## config.mk

```make
export PLATFORM = sky130hd
export DESIGN_NAME = uart_rs232_rx
export DESIGN_NICKNAME = d
export VERILOG_FILES = /design/src/rtl/uart_pkg.sv /design/src/rtl/uart_rx_sync.sv /design/src/rtl/uart_rs232_rx.sv
export SDC_FILE = /design/constraint.sdc
export NUM_CORES = 1
export LEC_CHECK = 0
export ABC_CLOCK_PERIOD_IN_PS = 2200
export CORE_MARGIN = 4
export CORE_UTILIZATION = 50
export DETAILED_ROUTE_END_ITERATION = 8
export GPL_TIMING_DRIVEN = 0
export PLACE_DENSITY = 0.86
export SKIP_LAST_GASP = 1
export SLEW_MARGIN = 20
export SYNTH_ARGS = -nofsm -noshare
export SYNTH_HDL_FRONTEND = slang
export SYNTH_SLANG_ARGS = --single-unit
```

## constraint.sdc

```tcl
create_clock -name Clk -period 2.2 [get_ports Clk]
set_input_delay 0.44 -clock Clk [delete_from_list [all_inputs] [get_ports Clk]]
set_output_delay 0.44 -clock Clk [all_outputs]
set_load 0.02 [all_outputs]
```

## src/rtl/uart_pkg.sv

```systemverilog
// Shared types and constants for the RS-232 UART receiver.
// Framing is 1 start, 1..8 data bits LSB-first, 1 stop, no parity.
package uart_pkg;

  typedef enum logic [2:0] {
    IDLE,
    START,
    DATA,
    STOP,
    BREAK
  } rx_state_t;

  localparam int         OVERSAMPLE = 16;
  localparam logic [3:0] MID_TICK   = 4'd7;
  localparam logic [3:0] LAST_TICK  = 4'd15;
  localparam logic [3:0] MAX_BITS   = 4'd8;

  // 0 and anything above 8 fall back to a full byte
  function automatic logic [3:0] clamp_nbits(input logic [3:0] n);
    if (n == 4'd0 || n > MAX_BITS)
      return MAX_BITS;
    return n;
  endfunction

endpackage

```

## src/rtl/uart_rx_sync.sv

```systemverilog
// N-flop synchronizer for the asynchronous serial line.
// Resets to 1 so an idle line is never mistaken for a start bit.
module uart_rx_sync #(
  parameter int STAGES = 2
) (
  input  logic clk_i,
  input  logic rst_i,
  input  logic d_i,
  output logic q_o
);

  logic [STAGES-1:0] sync_q;

  always_ff @(posedge clk_i) begin
    if (rst_i) begin
      sync_q <= '1;
    end else begin
      sync_q[0] <= d_i;
      for (int i = 1; i < STAGES; i++)
        sync_q[i] <= sync_q[i-1];
    end
  end

  assign q_o = sync_q[STAGES-1];

endmodule

```

## src/rtl/uart_rs232_rx.sv

```systemverilog
// RS-232 receiver: 16x oversampled, mid-bit start validation,
// 1..8 data bits LSB-first, stop check with break hold-off.
module uart_rs232_rx
  import uart_pkg::*;
#(
  parameter int SYNC_STAGES = 2
) (
  input  logic       Clk,
  input  logic       Rst,
  input  logic       Tick,
  input  logic       Rx,
  input  logic [3:0] NBits,
  output logic [7:0] RxData,
  output logic       RxDone,
  output logic       FrameErr
);

  rx_state_t  state_q, state_d;
  logic [3:0] cnt_q, cnt_d;
  logic [3:0] idx_q, idx_d;
  logic [7:0] sh_q, sh_d;
  logic [7:0] data_q, data_d;
  logic       done_q, done_d;
  logic       ferr_q, ferr_d;
  logic       rx_s;
  logic [3:0] nb;

  uart_rx_sync #(
    .STAGES(SYNC_STAGES)
  ) u_sync (
    .clk_i(Clk),
    .rst_i(Rst),
    .d_i  (Rx),
    .q_o  (rx_s)
  );

  assign nb = clamp_nbits(NBits);

  always_comb begin
    state_d = state_q;
    cnt_d   = cnt_q;
    idx_d   = idx_q;
    sh_d    = sh_q;
    data_d  = data_q;
    done_d  = 1'b0;
    ferr_d  = ferr_q;
    if (Tick) begin
      unique case (state_q)
        IDLE: begin
          if (!rx_s) begin
            cnt_d   = '0;
            state_d = START;
          end
        end
        START: begin
          cnt_d = cnt_q + 4'd1;
          if (cnt_q == MID_TICK) begin
            if (!rx_s) begin
              cnt_d   = '0;
              idx_d   = '0;
              state_d = DATA;
            end else begin
              state_d = IDLE;
            end
          end
        end
        DATA: begin
          cnt_d = cnt_q + 4'd1;
          if (cnt_q == LAST_TICK) begin
            sh_d  = {rx_s, sh_q[7:1]};
            idx_d = idx_q + 4'd1;
            if (idx_q + 4'd1 == nb)
              state_d = STOP;
          end
        end
        STOP: begin
          cnt_d = cnt_q + 4'd1;
          if (cnt_q == LAST_TICK) begin
            // short frames land high in sh_q; realign to bit 0
            data_d  = sh_q >> (MAX_BITS - nb);
            done_d  = 1'b1;
            ferr_d  = !rx_s;
            state_d = rx_s ? IDLE : BREAK;
          end
        end
        BREAK: begin
          if (rx_s)
            state_d = IDLE;
        end
        default: state_d = IDLE;
      endcase
    end
  end

  always_ff @(posedge Clk) begin
    if (Rst) begin
      state_q <= IDLE;
      cnt_q   <= '0;
      idx_q   <= '0;
      sh_q    <= '0;
      data_q  <= '0;
      done_q  <= 1'b0;
      ferr_q  <= 1'b0;
    end else begin
      state_q <= state_d;
      cnt_q   <= cnt_d;
      idx_q   <= idx_d;
      sh_q    <= sh_d;
      data_q  <= data_d;
      done_q  <= done_d;
      ferr_q  <= ferr_d;
    end
  end

  assign RxData   = data_q;
  assign RxDone   = done_q;
  assign FrameErr = ferr_q;

endmodule

```

==> key figures <==
Drt
  • Initial detailed-routing violation count: about 110
  • # DRC: 0
  • Vias/cell: 5.439
  • Drt pass-1 iters: 4
  • Final ANT Viol Nets: 0
  • Routed WL per cell: 13.47 um
  • DR vias: 1425
  • Final WL: 3528 um

Timing
  • Hold Fails Final Rpt: 0
  • Setup_tns: 0 ns
  • Slew HR: 67.41%
  • Setup Skew: 0.001882 ns
  • RSZ-0062 raised after global routing: no
  • Post-layout min period: 1.984 ns
  • Period Utilization, post-route: roughly nine tenths
  • Peak Freq: 504.1 MHz
  • Final setup fails: 0
  • Slew Viols, Final: 0
  • Worst-Margin Slew: ~0.49 ns

Yosys
  • Top-area cell type share of the netlist area: a little under two fifths
  • Post-synthesis sequential area ratio: a little under two fifths
  • Yosys warnings: 0
  • Synth unique cells: just over 40
  • Syn Area/Cell: 8.564 um^2
  • Cell Area, Synth: 1653 um^2
  • Synth Instances: 193
  • Post-synth EDFFs: 0
  • Synth top area cells: dfxtp_1 (38%), mux2i_1 (9.7%), nor2_1 (7.0%), nand2_1 (4.3%), xnor2_1 (3.2%)
  • Primary FF master, synth: dfxtp_1
  • FF+latch count, synth: 31
  • Biggest area consumer among synthesized cells: dfxtp_1
  • Post-synth net total: 204
  • FFs w/ async S/R, synth: 0%

Worst setup path
  • Worst Path Required: 2.49 ns
  • Worst path arrival time: 2.27 ns
  • Max stage delay cell, worst path: clkdlybuf4s50_1
  • CP endpoint kind: flip-flop
  • Crit path cell chain: clkdlybuf4s50_1 -> nand2b_1 -> ha_4 -> xnor2_2 -> mux2_2 -> nor2_1 -> a311oi_1 -> o21a_1
  • CP startpoint kind: input pin
  • Setup CP Type: in2reg
  • Crit path largest cell delay: 0.55 ns
  • CP max FO: 5

Clock tree
  • Reg clk slew, reported paths: 0.09 ns
  • H-tree Lvls: 2
  • Post-CTS Hold Buffers: 0
  • Clock Tree Root: clkbuf_4
  • Clk_lat worst skew: 0.34 ns
  • CTS max path bufs: 2
  • CTS tree: done
  • Clock Sinks: 31
  • TritonCTS Buffers: 5

Outcome
  • Outcome: finished, final reports clean

Layout
  • Final Instance Area: 2002 um^2
  • Share of cells above drive strength 1: 9.633%
  • Diodes inserted: 0
  • Fin util: 64.52%
  • Area Overhead vs Synth: 21.12%
  • Fin cells: ~260
  • Layout net count: about 230

Power
  • VDD IR-drop max: 0.0004451 V
  • Cell leakage power: 0.7218 nW
  • Pwr Total: 1.012 mW
  • Power Density: between 500 and 600 nW/um^2

Placed design
  • Placed cells: 254
  • GPL Wtd Cong: roughly 0.88
  • Detail Placement HPWL: 2526 um
  • Port Buffers: 17
  • Area after DPL: ~1900 um^2

GRT
  • Initial antenna violation count: 0
  • Total track usage: between 10% and 20%
  • Pin count of the biggest net entering global routing: 11
  • First-pass GRT wire length: 6161 um
  • Vias in the first global route: roughly 1400
  • Grt total ovfl: 0

Min path
  • Hold Crit Class: reg2reg

Die
  • Die Height: 65.50 um
  • Die area: around 4300 um^2
  • Initial cell density of the core: 53.27%
  • Row count: 20
  • IO Pins: 18
  • CORE AREA: 3103 um^2
  • Die width: 65.50 um

Flow run
  • Max capacitance violation total: 0
-- where the power goes --
part	internal (mW)	switching, mW	leakage (nW)
combinational	0.0587	0.0710	0.442
clock	0.124	0.189	0.0293
sequential	0.564	0.00480	0.250
total	0.747	0.265	0.722
-- sequential cells by signal, summed over array words and instances (netlist names) --
register / cells
RxData: 8
u_sync.sync_q: 2
idx_q: 4
state_q: 3
RxDone: 1
sh_q: 8
FrameErr: 1
cnt_q: 4
-- worst paths after layout --
check	start	end	slack (ns)	depth (start not counted)
setup / recovery	NBits[1]	RxData[2]	0.22	8
hold / removal	u_sync.sync_q[0]	u_sync.sync_q[1]	0.43	1
setup reg to reg	cnt_q[0]	RxData[2]	0.37	6
hold reg to reg	u_sync.sync_q[0]	u_sync.sync_q[1]	0.43	1
-- area by class of cell --
class / instances / area, um^2
fillers: 266 / 1101
repair buffers: 18 / 182.7
multi-input cells: 149 / 1021
flip-flops and latches: 31 / 620.6
plain buffers: 10 / 60.06
clock buffers: 7 / 45.04
inverters: 2 / 12.51
well taps: 44 / 55.05
clock inverters: 1 / 5.005
-- synth_stat cells (2+ instances only) --
master    instances
dfxtp_1          31
nor2_1           31
nand2_1          19
mux2i_1          16
a21oi_1          10
clkbuf_1          7
o21ai_0           7
nand3_1           6
nor2b_1           6
xnor2_1           6
xor2_1            6
a22oi_1           5
a311oi_1          3
ha_1              3
nand2b_1          3
nor3_1            3
a211oi_1          2
buf_6             2
mux4_2            2
o211ai_1          2
o21a_1            2
or2_2             2
-- placed cells by master (no fill, tap or decap), types with 2 or more instances in the layout --
cell | Yosys | final
dfxtp_1 | 31 | 31
xor2_1 | 6 | 5
nor2_1 | 31 | 31
a21oi_1 | 10 | 10
xnor2_1 | 6 | 4
mux4_2 | 2 | 2
clkbuf_4 | 0 | 5
mux2i_1 | 16 | 16
o211ai_1 | 2 | 2
o21a_1 | 2 | 2
buf_6 | 2 | 2
nand2b_1 | 3 | 3
nand2_1 | 19 | 19
clkbuf_1 | 7 | 8
a22oi_1 | 5 | 5
or2_2 | 2 | 2
nor2b_1 | 6 | 6
nand3_1 | 6 | 6
nor3_1 | 3 | 3
clkdlybuf4s50_1 | 0 | 15
ha_1 | 3 | 2
dlymetal6s2s_1 | 0 | 2
a311oi_1 | 3 | 3
buf_4 | 1 | 3
a211oi_1 | 2 | 2
o21ai_0 | 7 | 7
-- per-stage QoR --
stage,hold WS [ns],worst slack [ns]
after floorplan,0.3895,0.06098
after global placement,0.3928,-0.8730
after detailed placement,0.4150,-0.8718
after CTS,0.4387,0.004627
after global routing,0.4551,0.02953
final,0.4337,0.2163
-- layer usage --
metal | vias up | track usage [%] | part of all wire [%]
met5 | - | 0 | 0
met4 | 0 | 5.959 | 1.7
met3 | 8 | 6.325 | 4.6
met2 | 27 | 31.23 | 48
met1 | 660 | 22.46 | 45
li1 | 730 | - | -
-- critical path, delay by kind of cell --
family / cells / cell delay, ns
buf+inv: 1 / 0.55
simple gates: 2 / 0.17
compound gates: 2 / 0.51
mux: 1 / 0.23
xor+xnor: 1 / 0.15
fa+ha+maj: 1 / 0.23
-- repair_timing --
item,in CTS,in global routing
setup endpoints to repair,8,2
hold endpoints to repair,0,0
setup buffers,1,0
resized for setup,9,3
-- logic make-up (layout without fill, tap and decap cells) --
logic type / Yosys count / in the layout / share of synthesized area, %
buffers and inverters: 13 / 38 / 4.163
AND/OR/NAND/NOR: 80 / 80 / 22.79
adder cells (fa/ha/maj): 3 / 3 / 2.271
AO/OA/AOI/OAI: 35 / 35 / 13.78
XOR/XNOR: 12 / 12 / 6.359
multiplexers: 19 / 19 / 13.10
flip-flops: 31 / 31 / 37.55
Power figures use the tool's default switching activity.
